--- src/rtl/saxi_pkg.sv ---
// Shared definitions for the saxi_* 32-bit AXI-stream sample path blocks.
package saxi_pkg;

  localparam int DATA_W = 32;

  localparam logic [DATA_W-1:0] SAT_MAX = 32'h7FFF_FFFF;
  localparam logic [DATA_W-1:0] SAT_MIN = 32'h8000_0000;

  // Block phase of the integrate-and-dump counter
  typedef enum logic {
    PH_ACCUM = 1'b0,
    PH_LAST  = 1'b1
  } phase_e;

  // Accumulator width able to hold the sum of n full-scale signed samples
  function automatic int acc_width(input int n);
    return DATA_W + $clog2(n);
  endfunction

endpackage

--- src/rtl/saxi_sat.sv ---
// Reduces a wide signed block sum to a 32-bit sample.
// Build option SAXI_ID_SAT_EN: defined -> saturate to the signed 32-bit range,
// undefined -> keep the low 32 bits (two's complement wrap-around).
module saxi_sat
  import saxi_pkg::*;
#(
  parameter int IN_W = 34
) (
  input  logic signed [IN_W-1:0]   wide_sum_s,
  output logic        [DATA_W-1:0] result_s
);

`ifdef SAXI_ID_SAT_EN
  logic [IN_W-DATA_W:0] upper_s;

  // Clamp whenever the bits above the 32-bit sign bit disagree with it
  always_comb begin
    upper_s = wide_sum_s[IN_W-1:DATA_W-1];
    if ((&upper_s) || !(|upper_s)) begin
      result_s = wide_sum_s[DATA_W-1:0];
    end else if (wide_sum_s[IN_W-1]) begin
      result_s = SAT_MIN;
    end else begin
      result_s = SAT_MAX;
    end
  end
`else
  logic unused_hi_s;

  // Upper bits are intentionally discarded in the wrap-around build
  always_comb begin
    unused_hi_s = ^wide_sum_s[IN_W-1:DATA_W];
  end

  // Plain truncation to the low 32 bits
  always_comb begin
    result_s = wide_sum_s[DATA_W-1:0];
  end
`endif

endmodule

--- src/rtl/saxi_integrate_dump.sv ---
// Integrate-and-dump decimator: sums each block of N accepted signed samples,
// arithmetic-shifts the sum right by SHIFT and emits one result per block.
// Build option SAXI_ID_SAT_EN selects saturation (defined) or wrap-around
// (undefined) when reducing the scaled sum to 32 bits; handshake is identical.
module saxi_integrate_dump
  import saxi_pkg::*;
#(
  parameter int N     = 4,
  parameter int SHIFT = 2
) (
  input  logic              ACLK,
  input  logic              ARESETn,
  output logic              TREADY_IN,
  input  logic              TVALID_IN,
  input  logic [DATA_W-1:0] TDATA_IN,
  input  logic              TREADY_OUT,
  output logic              TVALID_OUT,
  output logic [DATA_W-1:0] TDATA_OUT
);

  localparam int ACC_W = acc_width(N);
  localparam int CNT_W = $clog2(N);

  localparam logic signed [ACC_W-1:0] ACC_ZERO = {ACC_W{1'b0}};
  localparam logic [CNT_W-1:0] CNT_ZERO = {CNT_W{1'b0}};
  localparam logic [CNT_W-1:0] CNT_ONE  = {{(CNT_W-1){1'b0}}, 1'b1};
  localparam logic [CNT_W-1:0] CNT_LAST = CNT_W'(N-1);

  logic signed [ACC_W-1:0]  acc_r;
  logic signed [ACC_W-1:0]  acc_nxt_s;
  logic signed [ACC_W-1:0]  sample_ext_s;
  logic signed [ACC_W-1:0]  sum_s;
  logic signed [ACC_W-1:0]  shifted_s;
  logic        [CNT_W-1:0]  cnt_r;
  logic        [CNT_W-1:0]  cnt_nxt_s;
  logic                     tvalid_r;
  logic                     tvalid_nxt_s;
  logic        [DATA_W-1:0] tdata_r;
  logic        [DATA_W-1:0] tdata_nxt_s;
  logic        [DATA_W-1:0] dump_val_s;
  phase_e                   phase_s;
  logic                     tready_in_s;
  logic                     accept_s;
  logic                     xfer_s;
  logic                     dump_s;

  // Decode the implicit block phase from the sample count
  always_comb begin
    if (cnt_r == CNT_LAST) begin
      phase_s = PH_LAST;
    end else begin
      phase_s = PH_ACCUM;
    end
  end

  // Handshake: only the block-final sample can stall, and only while a result waits
  always_comb begin
    tready_in_s = !((phase_s == PH_LAST) && tvalid_r && !TREADY_OUT);
    accept_s    = TVALID_IN && tready_in_s;
    xfer_s      = tvalid_r && TREADY_OUT;
    dump_s      = accept_s && (phase_s == PH_LAST);
  end

  // Running sum including the incoming sample, scaled for the dump path
  always_comb begin
    sample_ext_s = {{(ACC_W-DATA_W){TDATA_IN[DATA_W-1]}}, TDATA_IN};
    sum_s        = acc_r + sample_ext_s;
    shifted_s    = sum_s >>> SHIFT;
  end

  saxi_sat #(
    .IN_W (ACC_W)
  ) u_sat (
    .wide_sum_s (shifted_s),
    .result_s   (dump_val_s)
  );

  // Next-state: accumulate or dump; a dump reloads the output even during a transfer
  always_comb begin
    acc_nxt_s    = acc_r;
    cnt_nxt_s    = cnt_r;
    tvalid_nxt_s = tvalid_r;
    tdata_nxt_s  = tdata_r;
    if (accept_s) begin
      case (phase_s)
        PH_ACCUM: begin
          acc_nxt_s = sum_s;
          cnt_nxt_s = cnt_r + CNT_ONE;
        end
        PH_LAST: begin
          acc_nxt_s = ACC_ZERO;
          cnt_nxt_s = CNT_ZERO;
        end
        default: begin
          acc_nxt_s = ACC_ZERO;
          cnt_nxt_s = CNT_ZERO;
        end
      endcase
    end else begin
      acc_nxt_s = acc_r;
      cnt_nxt_s = cnt_r;
    end
    if (dump_s) begin
      tvalid_nxt_s = 1'b1;
      tdata_nxt_s  = dump_val_s;
    end else if (xfer_s) begin
      tvalid_nxt_s = 1'b0;
      tdata_nxt_s  = tdata_r;
    end else begin
      tvalid_nxt_s = tvalid_r;
      tdata_nxt_s  = tdata_r;
    end
  end

  // State registers; reset drops any partial block and pending result
  always_ff @(posedge ACLK) begin
    if (!ARESETn) begin
      acc_r    <= ACC_ZERO;
      cnt_r    <= CNT_ZERO;
      tvalid_r <= 1'b0;
      tdata_r  <= {DATA_W{1'b0}};
    end else begin
      acc_r    <= acc_nxt_s;
      cnt_r    <= cnt_nxt_s;
      tvalid_r <= tvalid_nxt_s;
      tdata_r  <= tdata_nxt_s;
    end
  end

  assign TREADY_IN  = tready_in_s;
  assign TVALID_OUT = tvalid_r;
  assign TDATA_OUT  = tdata_r;

endmodule

--- config.mk ---
export PLATFORM = sky130hd
export DESIGN_NAME = saxi_integrate_dump
export DESIGN_NICKNAME = d
export VERILOG_FILES = /design/src/rtl/saxi_pkg.sv /design/src/rtl/saxi_sat.sv /design/src/rtl/saxi_integrate_dump.sv
export SDC_FILE = /design/constraint.sdc
export NUM_CORES = 1
export LEC_CHECK = 0
export ABC_AREA = 1
export ABC_CLOCK_PERIOD_IN_PS = 2100
export BUFFER_PORTS_ARGS = -buffer_cell sky130_fd_sc_hd__buf_2
export CAP_MARGIN = 10
export CORE_UTILIZATION = 45
export DETAILED_ROUTE_END_ITERATION = 8
export PLACE_DENSITY = 0.68
export RECOVER_POWER = 50
export SYNTH_ARGS = -nofsm -noshare
export SYNTH_HDL_FRONTEND = slang
export SYNTH_SLANG_ARGS = --single-unit
--- constraint.sdc ---
create_clock -name ACLK -period 2.1 [get_ports ACLK]
set_clock_uncertainty 0.05 [all_clocks]
set_input_delay 0.315 -clock ACLK [delete_from_list [all_inputs] [get_ports ACLK]]
set_output_delay 0.315 -clock ACLK [all_outputs]
set_load 0.005 [all_outputs]
Word-level counts from Yosys, hierarchy flattened
Cells that the tools add are included.
Storage, ports and cells
  register bits after elaboration: 69
  input bits: 36
  output and inout bits: 34
  logic and storage cells: 21
Cells by class
  $add $sub $neg: 2
  equality and inequality tests: 1
  mux-type cells: 5
  bitwise gates (word level): 1
  reductions and logical operators: 8
Operator list (number)
  $pmux W34 S2: 1
  $add A34 B32 Y34: 1
  $logic_and A1 B1 Y1: 5
  $pmux W2 S2: 1
  $mux W1: 3
  $add A2 B1 Y2 const B: 1
  $eq A2 B2 Y1 const B: 1
  $logic_not A1 Y1: 2
  $reduce_bool A2 Y1: 1
  $not A1 Y1: 1

Logic depth before layout (Yosys ltp)
Gate-level depths: netlist of the first run.
  depth after elaboration: 8
  depth in mapped cells: 16
  mapped depth without buffers: 16

Modules after synthesis
A second synthesis of the first run with hierarchy kept.
Second synthesis, totals
  cells, all modules: 793
  area, all modules: 5059.9 um^2
Modules (own cells, without submodules)
  saxi_integrate_dump: instances 1, cells each 761, area each 4819.6 um^2, seq. area each 1381.3 um^2
  saxi_sat: instances 1, cells each 32, area each 240.2 um^2, seq. area each 0.0 um^2

Worst setup path before layout of the first run
No wires, ideal clock.
  path type: in2reg
  start: input TDATA_IN[0]
  end: register tdata_r[28], in the netlist TDATA_OUT[28]
  library setup time: 109 ps
  arrival time: 1799 ps
  required time: 1941 ps
  slack: 142 ps
  stages on the path: 14
  path buffers: 0
  cells stage by stage: ha_1 > fa_1 > nand3_1 > nand2_2 > nand3_1 > nand2_1 > nand2_1 > nand2_1 > nand2_1 > nand3_1 > nand2_1 > nand2_1 > nand2_1 > inv_1
On the way
  word-level cells in the longest chain between the ends: 1
RTL lines
  from (decl): line saxi_integrate_dump.sv:15  | input logic [DATA_W-1:0] TDATA_IN,
  $add A34 B32 Y34: line saxi_integrate_dump.sv:67  | sum_s = acc_r + sample_ext_s;
  to (signal assigned): line saxi_integrate_dump.sv:121  | tdata_r <= {DATA_W{1'b0}};
  to (signal assigned): line saxi_integrate_dump.sv:126  | tdata_r <= tdata_nxt_s;
  to (decl): line saxi_integrate_dump.sv:38  | logic [DATA_W-1:0] tdata_r;
Every way passes these cells.
A chain may end at the register's enable or synchronous reset.

Worst setup path in the final report of the first run
  start: register acc_r[6]
  end: register tdata_r[27], in the netlist TDATA_OUT[27]
On the way
  word-level cells in the longest chain between the ends: 1
RTL lines
  from (decl): line saxi_integrate_dump.sv:29  | logic signed [ACC_W-1:0] acc_r;
  from (signal assigned): line saxi_integrate_dump.sv:123  | acc_r <= acc_nxt_s;
  $add A34 B32 Y34: line saxi_integrate_dump.sv:67
Every way passes these cells.

==> impl_results.md, run 1 <==
* Status: complete, no violations
* Final nets at 990
* Period utilization at 95.4%
* Fillers at 1044
* TritonRoute pass-1 iters at 5
* Fin. Hold Viols at 0
* Port Buffer Count at 69
* Max-slew headroom at 69.9%
* Vias per cell at 5.19
* Maximum VDD drop at 0.000425 V
* Routed length per placed instance at 15.0 µm
* Row cnt at 37
* # diodes at 0
* Max-cap violations at 0
* DIE AREA at 0.0113 mm²
* Crit Path Max Fanout at 4
* Worst-Skew Late Latency at 0.37 ns
* Final Cell Area at 0.00641 mm²
* Root buffer cell: clkbuf_8
* Placed Instance Area at 0.00583 mm²
* Worst hold path depth at 4
* Final setup viols at 0
* DRT Wirelength at 15900 µm
* Fmax at 0.499 GHz
* Synth area leader: dfxtp_1
* Synthesized instance count at 792
* Via count at 5491
* Clk buf depth at 2
* Critical Path Source Type: flip-flop
* DRT iter0 DRCs at 408
* Setup crit end kind: flip-flop
* Gr usage total at 28.1%
* Global route overflow at 0
* Number of global-route vias before repair at 5126
* Final WS setup at 0.0957 ns
* Hold path endpoint: TVALID_OUT
* Leakage power at 3.40 nW
* Die X at 106 µm
* Reg clk slew, reported paths at 0.08 ns
* Final Util at 61.2%
* R2R setup slack at 0.1 ns
* Syn_nets at 863
* #FFs+latches synth at 69
* Sink Count at 69
* Largest net degree at the start of global routing at 37
* Post-route DRC at 0
* Chip height at 106 µm
* Post-synth cell types at 31
* Hold Startpoint: TREADY_OUT
* Placer Congestion at 0.909
* Slew Limit Fails at 0
* RR Endpoint: TDATA_OUT[27]
* Clock buffer count from CTS at 9
* Crit path time final at 2.00 ns
* H-tree depth at 3
* RSZ-0062 raised after global routing: yes
* DP HPWL at 11800 µm
* Core area at 0.0105 mm²
* Initial antenna violation count at 0
* Syn Std Cell Area at 0.00491 mm²
* Area growth from synthesis to layout at 30.5%
* Share of cells above drive strength 1 at 25.2%
* CP arrival at 2.28 ns
* Req. time, crit path at 2.37 ns
* Reg2Reg Launch Point: acc_r[6]
* Place WS at -0.143 ns
* Syn avg cell area at 6.20 µm²
* HP Class: primary input to flip-flop
* First-pass GRT wire length at 24700 µm
* Pwr Total at 4.27 mW
* Area contributors post-synth: dfxtp_1 (28%), nand2_1 (20%), inv_1 (8.9%), ha_1 (8.7%), a21oi_1 (7.1%)
* Hold buffer count at CTS at 0
* Initial cell density of the core at 46.9%
* R2r worst-path depth at 14
* Yosys warns at 0
* Cell Pwr Density at 666 mW/mm²
* Number of I/O pins at 70
* Synth top area share at 28.1%
* Kind of critical path: flip-flop to flip-flop
* Sequential area share after synthesis at 28.1%
* CTS tree: yes
* Final ANT Viol Nets at 0
* Slew at the pin closest to its max-slew limit at 0.451 ns
-- where the power goes --
part           total (mW)  internal (mW)  switching (mW)
logic                1.82          0.776            1.05
registers            1.50           1.41          0.0817
clock network       0.948          0.411           0.537
-- layout make-up --
type	instances	area, µm²	area share [%]
clock buffers	11	131	2.05
clock inverters	3	15.0	0.234
inverters	120	450	7.03
multi-input cells	584	3430	53.5
flip-flops and latches	69	1390	21.7
well taps	136	170	2.66
repair buffers	135	825	12.9
-- flip-flops by register name, indices dropped and copies added, names as in the netlist --
| name | flops |
|---|---|
| TVALID_OUT | 1 |
| TDATA_OUT | 32 |
| acc_r | 34 |
| cnt_r | 2 |
-- worst max-delay path by stage --
| stage | slack (ns) | start | endpoint | depth (start not counted) |
|---|---|---|---|---|
| finish | 0.1 | acc_r[6] | TDATA_OUT[27] | 14 |
| global route | -0.04 | acc_r[0] | TDATA_OUT[20] | 15 |
| CTS | 0.003 | acc_r[9] | TDATA_OUT[31] | 14 |
| detailed placement | -0.14 | TDATA_IN[8] | TDATA_OUT[31] | 14 |
| global placement | -0.16 | TDATA_IN[16] | TDATA_OUT[31] | 12 |
| floorplan | 0.14 | TDATA_IN[0] | TDATA_OUT[28] | 14 |
-- synth_stat cells (all sizes together) --
master,number
a21oi,70
o21bai,12
clkbuf,11
dfxtp,69
fa,1
nand4,7
clkinv,1
o21ai,38
nand3,41
xor2,11
buf,8
a211oi,1
or2,1
a21o,4
o211ai,3
o21a,15
ha,34
nand3b,4
nor2,57
inv,119
a31oi,1
xnor2,2
nand2,271
nor3,11
-- layer usage --
metal | part of all wire, % | up-vias | GRT usage [%]
met4 | 1.8 | 0 | 9.78
met1 | 46 | 2521 | 37.7
met3 | 6.3 | 21 | 5.15
li1 | - | 2771 | -
met2 | 46 | 178 | 44.9
met5 | 0 | - | 0
-- worst max-delay path, cell delays in order (launching register included) --
cell	delay [ns]
dfxtp_1	0.37
ha_4	0.23
nand2_1	0.07
nand2_1	0.11
a21oi_2	0.19
buf_4	0.12
nor2_1	0.03
nor2_1	0.12
nand2_2	0.12
nand2_1	0.12
nand2_1	0.06
nand2_1	0.08
nand2_1	0.07
a21o_1	0.15
inv_1	0.04
-- cell usage in the layout, fill, tap and decap left out, types with 13 or more instances in the layout --
cell,instances
nand2_1,245
inv_1,113
buf_4,65
dfxtp_1,63
buf_2,58
a21oi_1,55
nor2_1,47
nand3_1,36
o21ai_0,33
nand2_2,25
ha_4,21
a21oi_2,15
o21a_1,15
clkbuf_1,13
-- cell families after synthesis --
kind of cell / count (synthesis) / synth area share (%)
AOI/OAI and AO/OA: 144 / 16.5
adders and majority gates: 35 / 9.07
buffers and inverters: 139 / 10.9
xor gates and xnor gates: 13 / 2.32
and+or+nand+nor: 392 / 33.1
DFF: 69 / 28.1
-- stage by stage --
| stage | TNS (ns) | hold WS (ns) | cells |
|---|---|---|---|
| floorplan | 0 | 0.393 | 792 |
| global placement | -1.24 | 0.405 | 1043 |
| detailed placement | -1.73 | 0.412 | 1043 |
| CTS | 0 | 0.237 | 1057 |
| global route | -0.220 | 0.296 | 1058 |
| finish | 0 | 0.274 | 1058 |
-- repair_timing --
item	CTS	global route
buffers inserted	0	1
hold endpoints to repair	0	0
setup endpoints to repair	2	44
pin swaps	1	9
resized for setup	5	86
No activity file was read; power rests on OpenSTA's default activity.
==> inputs of run 2 (changes only) <==
- ABC_CLOCK_PERIOD_IN_PS: 2100 -> 1600
- clock period: 2.1 -> 1.6 ns (I/O delays scaled with it)
==> run 2 against run 1 <==
Effect of this change:
- the run now ends with setup timing left
- flip-flop and latch count is the same
- largest power group unchanged
- non-clock buffer count grew 52
- maximum frequency shrank 5.6%
- critical path type unchanged
- sequential power grew 33%
- core utilization grew 22 points
- register-to-register slack lost 0.62 ns
- global-route usage grew 5.6 points
- combinational power grew 130%
- setup slack lost 0.62 ns
- design area grew 36%
- critical path depth shrank 2
- final cell count grew 5.2%
==> impl_results.md, run 2 (synthesis gave the netlist of run 1 again) <==
* Status: finished, violations left
* Failing checks: setup timing
* Clock buffer count from CTS at 9
* R2R setup slack at -0.52 ns
* Placed Instance Area at 0.00645 mm²
* Chip height at 106 µm
* Initial cell density of the core at 46.9%
* Fillers at 621
* Via count at 6353
* Crit path time final at 2.12 ns
* Placer Congestion at 0.928
* RSZ-0062 raised after global routing: yes
* Setup crit end kind: flip-flop
* DIE AREA at 0.0113 mm²
* Initial antenna violation count at 1
* First-pass GRT wire length at 29300 µm
* Slew Limit Fails at 0
* TritonRoute pass-1 iters at 5
* Commonest non-fill, non-tap cell in the layout: nand2_1
* RR Endpoint: TDATA_OUT[18]
* Routed length per placed instance at 19.4 µm
* Worst path cell trace: ha_4, buf_6, nand2_4, inv_1, nand2_4, nor2_2, nand4_1, nand3_1, nand2_2, nand2_2, a21o_1, inv_1
* Number of I/O pins at 70
* DRT Wirelength at 21600 µm
* Flip-flop count of the largest register after layout at 34
* Fmax at 0.471 GHz
* Slowest cell on the critical path: dfxtp_4
* Row cnt at 37
* Vias per cell at 5.71
* Critical Path Source Type: flip-flop
* WP buf/inv at 3
* Req. time, crit path at 1.83 ns
* Final setup viols at 60
* HP Class: primary input to flip-flop
* Biggest register: acc_r
* DRT iter0 DRCs at 597
* Worst hold path depth at 4
* Core area at 0.0105 mm²
* Post-route insts no fill at 1113
* Worst-Skew Late Latency at 0.38 ns
* Largest net degree at the start of global routing at 21
* Crit Path Max Fanout at 5
* Die X at 106 µm
* Hold path endpoint: cnt_r[0]
* DP HPWL at 13000 µm
* Hold Startpoint: TVALID_IN
* CP arrival at 2.35 ns
* Final ANT Viol Nets at 0
* Crit path largest cell delay at 0.37 ns
* CTS tree: yes
* Placed cell count at 1077
* Global route overflow at 0
* Setup tns final at -18.96 ns
* CP top delay family: simple AND/OR/NAND/NOR gates
* Port Buffer Count at 69
* Cell Pwr Density at 908 mW/mm²
* Place WS at -0.455 ns
* Max-slew headroom at 74.4%
* Clk buf depth at 2
* Gr usage total at 33.7%
* Number of global-route vias before repair at 5930
* Post-route DRC at 0
* Reg clk slew, reported paths at 0.09 ns
* Sink Count at 69
* Area growth from synthesis to layout at 77.2%
* Reg2Reg Launch Point: acc_r[16]
* Share of cells above drive strength 1 at 57.5%
* Max-cap violations at 0
* Pwr Total at 7.90 mW
* Final Cell Area at 0.00870 mm²
* Slew at the pin closest to its max-slew limit at 0.380 ns
* Final nets at 1042
* Final WS setup at -0.522 ns
* Fin. Hold Viols at 0
* Root buffer cell: clkbuf_8
* Maximum VDD drop at 0.000717 V
* Kind of critical path: flip-flop to flip-flop
* H-tree depth at 3
* R2r worst-path depth at 12
* Most frequent cells in the layout: nand2_1 (144), inv_1 (98), buf_4 (87)
* Leakage power at 4.38 nW
* Period utilization at 133%
-- run 2: stage by stage --
step	util, %	hold slack (ns)
4_1_cts	74.7	0.161
3_5_place_dp	61.7	0.409
3_3_place_gp	61.7	0.407
5_1_grt	83.1	0.190
6_report	83.1	0.155
2_1_floorplan	-	0.393
-- run 2: where the power goes --
| group | total [mW] | switching [mW] | internal (mW) |
|---|---|---|---|
| combinational | 4.15 | 2.38 | 1.76 |
| sequential | 2.00 | 0.131 | 1.87 |
| clock | 1.75 | 0.850 | 0.903 |
| total | 7.90 | 3.36 | 4.54 |
-- run 2: worst register-to-register path: stages (launching register included) --
cell	delay, ns
dfxtp_4	0.37
ha_4	0.31
buf_6	0.12
nand2_4	0.05
inv_1	0.14
nand2_4	0.11
nor2_2	0.14
nand4_1	0.20
nand3_1	0.19
nand2_2	0.09
nand2_2	0.09
a21o_1	0.12
inv_1	0.03
-- run 2: worst max path at each step --
stage	from	to	slack, ns	depth (start not counted)
after CTS	acc_r[0]	TDATA_OUT[30]	-0.31	14
after detailed placement	TDATA_IN[0]	TDATA_OUT[26]	-0.45	15
after global routing	acc_r[7]	TDATA_OUT[14]	-0.50	12
after global placement	TDATA_IN[0]	TDATA_OUT[26]	-0.43	15
final	acc_r[16]	TDATA_OUT[18]	-0.52	12
after floorplan	acc_r[0]	TDATA_OUT[20]	-0.21	14
-- run 2: routing by layer --
layer  wire length, µm  up-vias  track usage, %  share of wire (%)
met2             10100      324            54.9                 47
met1              8950     3087            44.2                 41
li1                  -     2869               -                  -
met4               858        0            12.4                4.0
met5                 0        -               0                  0
met3              1640       73            6.50                7.6
-- run 2: cell type report --
class,count,area (µm²),area share (%)
clock inverters,7,105,1.21
repair buffers,187,1390,16.0
flip-flops and latches,69,1420,16.3
well taps,136,170,1.96
inverters,120,470,5.41
clock buffers,9,124,1.42
multi-input cells,584,5010,57.6
diodes,1,2.50,0.0288
-- run 2: what timing repair did --
item / in CTS / in global routing
resized for setup: 269 / 200
pin swaps: 105 / 134
hold buffers: 0 / 0
setup endpoints to repair: 60 / 65
buffers inserted: 11 / 14
